===== config.mk =====
export PLATFORM = sky130hd
export DESIGN_NAME = weight_pulse_gen
export DESIGN_NICKNAME = d
export VERILOG_FILES = /design/src/rtl/weight_wr_pkg.sv /design/src/rtl/weight_unit_timer.sv /design/src/rtl/weight_pulse_gen.sv
export SDC_FILE = /design/constraint.sdc
export NUM_CORES = 1
export LEC_CHECK = 0
export CORE_MARGIN = 10
export CORE_UTILIZATION = 54
export DETAILED_ROUTE_END_ITERATION = 10
export MAX_ROUTING_LAYER = met4
export PLACE_DENSITY_LB_ADDON = 0.05
export SLEW_MARGIN = 20
export SYNTH_ARGS = -nofsm -noshare
export SYNTH_HDL_FRONTEND = slang
export SYNTH_SLANG_ARGS = --single-unit

===== constraint.sdc =====
create_clock -name sys_clk -period 2.7 [get_ports sys_clk]
set_clock_uncertainty 0.1 [all_clocks]
set_input_delay 0.81 -clock sys_clk [delete_from_list [all_inputs] [get_ports sys_clk]]
set_output_delay 0.81 -clock sys_clk [all_outputs]
set_load 0.03 [all_outputs]

===== src/rtl/weight_wr_pkg.sv =====
// Shared definitions for the weight-write path: job state encoding and the unit
// length / weight width that the downstream run-length counter must agree with.
package weight_wr_pkg;

  localparam int unsigned WT_UNIT_LEN = 128;
  localparam int unsigned WT_W        = 8;

  typedef enum logic [1:0] {
    ST_IDLE  = 2'd0,
    ST_PULSE = 2'd1,
    ST_GAP   = 2'd2,
    ST_DONE  = 2'd3
  } wr_state_e;

  // The downstream counter is only enabled while the stream is on the wire
  function automatic logic stream_active(input wr_state_e s);
    return (s == ST_PULSE) || (s == ST_GAP);
  endfunction

endpackage


===== src/rtl/weight_unit_timer.sv =====
// Phase counter for one weight unit; tc_o marks the enabled cycle that completes a unit.
module weight_unit_timer
  import weight_wr_pkg::*;
#(
  parameter int unsigned UNIT_LEN = WT_UNIT_LEN
) (
  input  logic sys_clk,
  input  logic rst_n,
  input  logic en_i,
  input  logic clr_i,
  output logic tc_o
);

  localparam int unsigned   PW         = $clog2(UNIT_LEN);
  localparam logic [PW-1:0] PHASE_LAST = PW'(UNIT_LEN - 1);

  logic [PW-1:0] phase_q;
  logic [PW-1:0] phase_d;

  // Next phase: clear has priority; UNIT_LEN is a power of two so the add wraps naturally
  always_comb begin
    phase_d = phase_q;
    if (clr_i) begin
      phase_d = '0;
    end else if (en_i) begin
      phase_d = phase_q + PW'(1);
    end else begin
      phase_d = phase_q;
    end
  end

  // Phase register
  always_ff @(posedge sys_clk or negedge rst_n) begin
    if (!rst_n) begin
      phase_q <= '0;
    end else begin
      phase_q <= phase_d;
    end
  end

  assign tc_o = en_i && (phase_q == PHASE_LAST);

endmodule


===== src/rtl/weight_pulse_gen.sv =====
// Weight programming stimulus: turns a target weight into W runs of UNIT_LEN ones,
// one clearing low cycle, then a done strobe.
module weight_pulse_gen
  import weight_wr_pkg::*;
#(
  parameter int unsigned UNIT_LEN = WT_UNIT_LEN,
  parameter int unsigned WW       = WT_W
) (
  input  logic          sys_clk,
  input  logic          rst_n,
  input  logic          sys_en,
  input  logic          wt_valid,
  input  logic [WW-1:0] wt_data,
  output logic          wt_ready,
  input  logic          abort,
  output logic          pulse_out,
  output logic          pulse_en,
  output logic [WW-1:0] unit_cnt,
  output logic          busy,
  output logic          done
);

  wr_state_e     state_q, state_d;
  logic [WW-1:0] target_q, target_d;
  logic [WW-1:0] cnt_q, cnt_d;
  logic [WW-1:0] cnt_inc;
  logic          pulse_q, pulse_d;
  logic          busy_q, busy_d;
  logic          done_q, done_d;
  logic          ready_q, ready_d;
  logic          timer_en;
  logic          timer_clr;
  logic          unit_tc;

  assign timer_en = sys_en && (state_q == ST_PULSE);
  assign cnt_inc  = cnt_q + WW'(1);

  weight_unit_timer #(
    .UNIT_LEN(UNIT_LEN)
  ) u_timer (
    .sys_clk(sys_clk),
    .rst_n  (rst_n),
    .en_i   (timer_en),
    .clr_i  (timer_clr),
    .tc_o   (unit_tc)
  );

  // Job sequencing; nothing advances while sys_en is low, and a pending done re-issues
  always_comb begin
    state_d   = state_q;
    target_d  = target_q;
    cnt_d     = cnt_q;
    pulse_d   = pulse_q;
    busy_d    = busy_q;
    done_d    = 1'b0;
    timer_clr = 1'b0;
    if (sys_en) begin
      case (state_q)
        ST_IDLE: begin
          if (wt_valid && ready_q) begin
            target_d  = wt_data;
            cnt_d     = '0;
            timer_clr = 1'b1;
            busy_d    = 1'b1;
            if (wt_data == '0) begin
              state_d = ST_DONE;
              done_d  = 1'b1;
            end else begin
              state_d = ST_PULSE;
              pulse_d = 1'b1;
            end
          end else begin
            state_d = ST_IDLE;
          end
        end
        ST_PULSE: begin
          // A unit finishing on the abort cycle was already seen downstream, so it counts
          if (unit_tc) begin
            cnt_d = cnt_inc;
          end else begin
            cnt_d = cnt_q;
          end
          if (abort || (unit_tc && (cnt_inc == target_q))) begin
            state_d = ST_GAP;
            pulse_d = 1'b0;
          end else begin
            state_d = ST_PULSE;
          end
        end
        ST_GAP: begin
          state_d = ST_DONE;
          done_d  = 1'b1;
        end
        ST_DONE: begin
          if (done_q) begin
            state_d = ST_IDLE;
            busy_d  = 1'b0;
          end else begin
            state_d = ST_DONE;
            done_d  = 1'b1;
          end
        end
        default: begin
          state_d = ST_IDLE;
          pulse_d = 1'b0;
          busy_d  = 1'b0;
        end
      endcase
    end else begin
      state_d = state_q;
    end
    ready_d = (state_d == ST_IDLE);
  end

  // State and registered outputs
  always_ff @(posedge sys_clk or negedge rst_n) begin
    if (!rst_n) begin
      state_q  <= ST_IDLE;
      target_q <= '0;
      cnt_q    <= '0;
      pulse_q  <= 1'b0;
      busy_q   <= 1'b0;
      done_q   <= 1'b0;
      ready_q  <= 1'b0;
    end else begin
      state_q  <= state_d;
      target_q <= target_d;
      cnt_q    <= cnt_d;
      pulse_q  <= pulse_d;
      busy_q   <= busy_d;
      done_q   <= done_d;
      ready_q  <= ready_d;
    end
  end

  assign pulse_out = pulse_q;
  assign pulse_en  = sys_en && stream_active(state_q);
  assign unit_cnt  = cnt_q;
  assign busy      = busy_q;
  assign done      = done_q;
  assign wt_ready  = ready_q;

endmodule

==> results.ini <==
[synth]
synthesis.nets=217
synthesis.area_um2=1744
synth.largest_area_cell=dfrtp_1
synthesis.area_per_instance_um2=8.809
syn-instance-count=198
post_synth_edffs=0
netlist_top_cells_count=40 x nand2_1, 29 x dfrtp_1, 13 x o21ai_0
synth_seq_area_share_pct=41.61
postSynth.topFlopCell=dfrtp_1
postSynth.asyncResetShare_pct=100.0
yosys_warnings=0
synthTopCellsByArea=dfrtp_1 42%, nand2_1 8.6%, ha_1 4.3%
yosys_register_bits=29
synth_cell_type_count=40
synth_top_area_share_pct=41.61
synthMostInstantiatedCell=nand2_1

[cts]
cts.reportedPaths.clkPinSlew_ns=0.09
htreeDepth=2
cts_made_buffers=5
clock_sinks=29
clock_root_cell=clkbuf_4
cts.path.max_buffers=2
clk_latency_ns=0.33
number_of_hold_repair_buffers_added_at_the_cts_stage=0
tritoncts=done

[run_status]
outcome=finished, final reports clean

[die]
die-area_um2=5903
start_util_pct=56.67
io_pins=26
die_width_um=76.83
floorplan.rows=20
die_h_um=76.83
fp.coreArea_um2=3078

[power_and_ir_drop]
internal_power_mw=1.093
ir_worst_vdd_mv=0.4970
total_switching_power_mw=0.7779
power_density_nw_per_um2=851.9
swShare_pct=41.58
share_comb_of_total_power_pct=45.6
p_leak_nw=0.9957
power.share.clock_pct=16.5
seqPwrFrac_pct=37.9

[critical_path]
critical-path-slowest-cell=clkdlybuf4s50_1
reg2reg_to=state_q[1]$_DFF_PN0_
r2r-start=unit_cnt[2]$_DFFE_PN0P_
critical_path.startpoint=sys_en
critPathArrivalTime_ns=1.71
crit_top_cell=buf_4
rrSetupSlack_ns=0.38
ff2ff_path_depth=7
worst-endpoint-required_ns=1.79
cp_slowest_stage_delay_ns=0.48
critPathCapture=pulse_en
worst_setup_path_start_kind=primary input
worstPathMaxFanout=6
worstPathCellList=clkdlybuf4s50_1, buf_4, and2_1, buf_4
critPathCaptureType=output port
setup.worst_path.class=in2out

[finish]
diodes=0
fin_nets=257
final_layout_size_suffix_gt1_share_pct=12.97
finish.instance_area_um2=2196
area_growth_syn_to_layout_pct=25.90
final_util_pct=71.34
finalNonFillerCells=283
fill_cells=247

[routing]
drc=0
routed-via-count=1529
routed_wl_per_cell_um=14.42
postRouteWirelength_um=4080
drt-vias-per-instance=5.403
route.antenna.remaining_nets=0
drt_pass1_iterations=4
first_iter_violations=79

[sta]
fmaxAchievable_mhz=381.3
share_of_the_clock_period_used_by_the_worst_path_after_layout_pct=97.14
setup-violations-final=0
final_period_minus_worst_setup_slack_ns=2.623
drv_slew=0
grt_setup_unrepaired=false
maxSlewHeadroom_pct=59.38
hold_violations=0
worst-slew-pin-transition_ns=0.6017
totalNegativeSetupSlack_ns=0

[placement]
hpwlAfterDp_um=3134
portBuffers=25
place.detailed.instances=275
post_dp_cell_area_um2=2126
place.gp.congestion=0.8953

[grt]
via_count_of_the_first_global_routing_pass=1563
grt_pass1_wl_um=7189
grt_antenna_before_repair=0
globalRouteOverflowTotal=0
global_route.usage.total_pct=15.05
pin_count_of_the_biggest_net_entering_global_routing=30

[min_path]
worst_hold_path_type=reg2reg
worstHoldStart=target_q[2]$_DFFE_PN0P_

[job]
max_cap_violations=0

## stage by stage
step / hold WS [ns] / worst slack (ns) / power [mW]
after floorplan: 0.3606 / 0.2712 / 1.255
after global placement: 0.3799 / -0.2123 / 1.540
after detailed placement: 0.3824 / -0.2363 / 1.576
after CTS: 0.4054 / 0.07282 / 1.885
after global routing: 0.4401 / 0.03598 / 2.029
final: 0.4029 / 0.07734 / 1.871
## power groups by stage
| stage | logic [mW] | registers (mW) | clock network (mW) |
|---|---|---|---|
| 4_1_cts | 0.861 | 0.709 | 0.316 |
| 3_5_place_dp | 0.858 | 0.718 | 0 |
| 2_1_floorplan | 0.497 | 0.758 | 0 |
| 6_report | 0.852 | 0.709 | 0.310 |
| 5_1_grt | 0.957 | 0.736 | 0.337 |
| 3_3_place_gp | 0.829 | 0.711 | 0 |
## area by class of cell
class                   count  area, um^2  area share [%]
flip-flops and latches     29       725.7           33.05
clock inverters             1       5.005          0.2279
inverters                   8       30.03           1.368
clock buffers               7       65.06           2.963
repair buffers             40       360.3           16.41
well taps                  44       55.05           2.507
multi-input cells         154       954.7           43.48
## worst max-delay path, delay by kind of cell
family	cells	cell delay, ns
buffers and inverters	3	0.78
and+or+nand+nor	1	0.12
## worst min path at each step
stage	to	slack (ns)	cells past startpoint
floorplan	target_q[6]$_DFFE_PN0P_	0.36	2
global placement	target_q[6]$_DFFE_PN0P_	0.38	2
detailed placement	target_q[0]$_DFFE_PN0P_	0.38	2
CTS	target_q[0]$_DFFE_PN0P_	0.41	2
global route	target_q[6]$_DFFE_PN0P_	0.44	2
finish	target_q[2]$_DFFE_PN0P_	0.40	2
## state kept, by name, indices dropped and copies added, names as in the netlist
signal and flops:
state_q 2, unit_cnt 8, target_q 8, done 1, busy 1, u_timer.phase_q 7
wt_ready 1, pulse_out 1
## per-layer routing
| layer | track usage (%) | part of all wire (%) | wire length [um] | vias up |
|---|---|---|---|---|
| met3 | 5.594 | 4.8 | 194 | 4 |
| met5 | - | 0 | 0 | - |
| li1 | - | - | - | 771 |
| met1 | 16.05 | 43 | 1734 | 727 |
| met2 | 25.46 | 52 | 2117 | 27 |
| met4 | 4.461 | 0.83 | 34 | 0 |
## cell families (layout without fill, tap and decap cells)
| family | count (synthesis) | after routing | synth area share [%] |
|---|---|---|---|
| muxes | 1 | 1 | 0.6456 |
| adders and majority gates | 6 | 6 | 4.304 |
| xor gates and xnor gates | 12 | 12 | 6.026 |
| DFF | 29 | 29 | 41.61 |
| and+or+nand+nor | 90 | 90 | 25.75 |
| buffers and inverters | 15 | 56 | 3.658 |
| AOI/OAI and AO/OA | 45 | 45 | 18.01 |
## cells in the final DEF, fill, tap and decap left out, drive strengths merged, types with 3 or more instances in the layout
master,n
nand4,5
clkbuf,7
o31ai,3
or3,3
o21ai,14
nor2,11
dfrtp,29
nor2b,5
o311ai,3
inv,8
nand2b,3
clkdlybuf4s50,24
or4,3
nand3,6
nand2,40
a21oi,9
xnor2,4
nor3,5
a22o,6
and2,3
buf,16
ha,6
xor2,8
## repair_timing
| item | 4_1_cts | 5_1_grt |
|---|---|---|
| resized for setup | 0 | 1 |
| hold endpoints to repair | 0 | 0 |
| endpoints found under the setup margin | 0 | 1 |
| setup buffers | 0 | 0 |
Note: power is estimated with default switching activity, not from simulation.
==> RTL change: new RTL, same flow settings <==
`WT_W`: 8 -> 10.
--- a/src/rtl/weight_wr_pkg.sv
+++ b/src/rtl/weight_wr_pkg.sv
@@ -3,7 +3,7 @@
 package weight_wr_pkg;
 
   localparam int unsigned WT_UNIT_LEN = 128;
-  localparam int unsigned WT_W        = 8;
+  localparam int unsigned WT_W        = 10;
 
   typedef enum logic [1:0] {
     ST_IDLE  = 2'd0,
Ports: changed (resized unit_cnt and wt_data); port bits go from 26 to 30. The function was not compared with the original's and may differ.
==> RTL change against the unedited design <==
- power rose by 19%
- wire length rose by 24%
- area after synthesis rose by 18%
- worst setup slack got worse by 0.033 ns
- maximum frequency fell by 1.3%
- sequential cell count rose by 4
- final area rose by 16%
- largest power group unchanged
==> RTL change: results (changes against the unedited design) <==
nNonClkInverters: 5  # -3
leakage_uw: 0.001162  # +17%
grt_pass1_vias: 1765  # +13%
multi_input_area_um2: 1120  # +17%
portBuffers: 29  # +16%
place_congestion: 0.8589  # -4.1%
synth_compound_area_share_pct: 17.78  # -0.22 points
outcome: "finished, final reports clean"
drt_pass1_iterations: 6  # +2
fill_cells: 315  # +28%
muxShareOfSynthArea_pct: 0.5481  # -0.098 points
final-clk-cell-share_pct: 4.579  # +1.4 points
synthAdderAreaFrac_pct: 3.654  # -0.65 points
sh_seq_area_pct: 32.50  # -0.55 points
clk_pin_slew_ns: 0.06  # -0.03 ns
timing.hold.ws_ns: 0.3982  # -0.004724 ns
ys_types: 49  # +23%
switching_power_uw: 862.8  # +11%
synth_common_cells: "50 x nand2_1, 33 x dfrtp_1, 13 x o21ai_0"
cts_root_buffer: "clkbuf_8"
tightest_slew_ns: 0.4238  # -0.1779 ns
drt-vias-per-instance: 5.630  # +4.2%
ir_drop_uv: 577.4  # +16%
dpl_worst_slack_ns: -0.2434  # -0.007067 ns
p_per_area_nw_per_um2: 872.9  # +2.5%
dr_wl_met3_um: 285  # +47%
synth-seq-area-share_pct: 40.19  # -1.4 points
hpwl_mm: 3.645  # +16%
drive_gt1_share_pct: 12.55  # -0.42 points
clkLatencyLatePin_ns: 0.29  # -0.04 ns
hp-start: "target_q[0]$_DFFE_PN0P_"
whs_endpoint: "target_q[0]$_DFFE_PN0P_"
instances_no_fill: 319  # +13%
synth-xor-area-share_pct: 6.821  # +0.80 points
grt_max_degree: 34  # +13%
r2r_end: "wt_ready$_DFF_PN0_"
gr-usage-met2_pct: 25.67  # +0.21 points
synth_area_per_cell_um2: 8.780  # -0.33%
multi_input_comb_cells: 181  # +18%
reg2reg_slack_ns: 0.32  # -0.06 ns
crit_path_max_fanout: 11  # +5
grt_pass1_wl_mm: 8.473  # +18%
seqCellArea_um2: 825.8  # +14%
syn_nets: 255  # +18%
critical_path_arrival_ns: 1.75  # +0.04 ns
[RTL change: cell types whose count changed in the layout (fill, tap and decap cells not counted), moves of 4 or more]
cell,change
clkbuf_4,-5
clkbuf_8,+4
dfrtp_1,+4
nand2_1,+10
clkdlybuf4s50_1,+4
nor4_1,+4
[RTL change: tightest hold or removal path: cells and delay by family (launching register included)]
kind,cells,cell delay [ns]
flops,1,0.36
simple gates,2,0.12
[RTL change: how the worst max path moves through the flow]
| stage | to | cells past startpoint | start | slack [ns] |
|---|---|---|---|---|
| 2_1_floorplan | state_q[0]$_DFF_PN0_ | 8 | unit_cnt[1]$_DFFE_PN0P_ | 0.20 |
| 4_1_cts | pulse_en | 4 | sys_en | 0.05 |
| 3_3_place_gp | state_q[0]$_DFF_PN0_ | 7 | sys_en | -0.17 |
| 6_report | pulse_en | 4 | sys_en | 0.04 |
| 5_1_grt | wt_ready$_DFF_PN0_ | 8 | wt_data[5] | -0.003 |
| 3_5_place_dp | wt_ready$_DFF_PN0_ | 7 | sys_en | -0.24 |
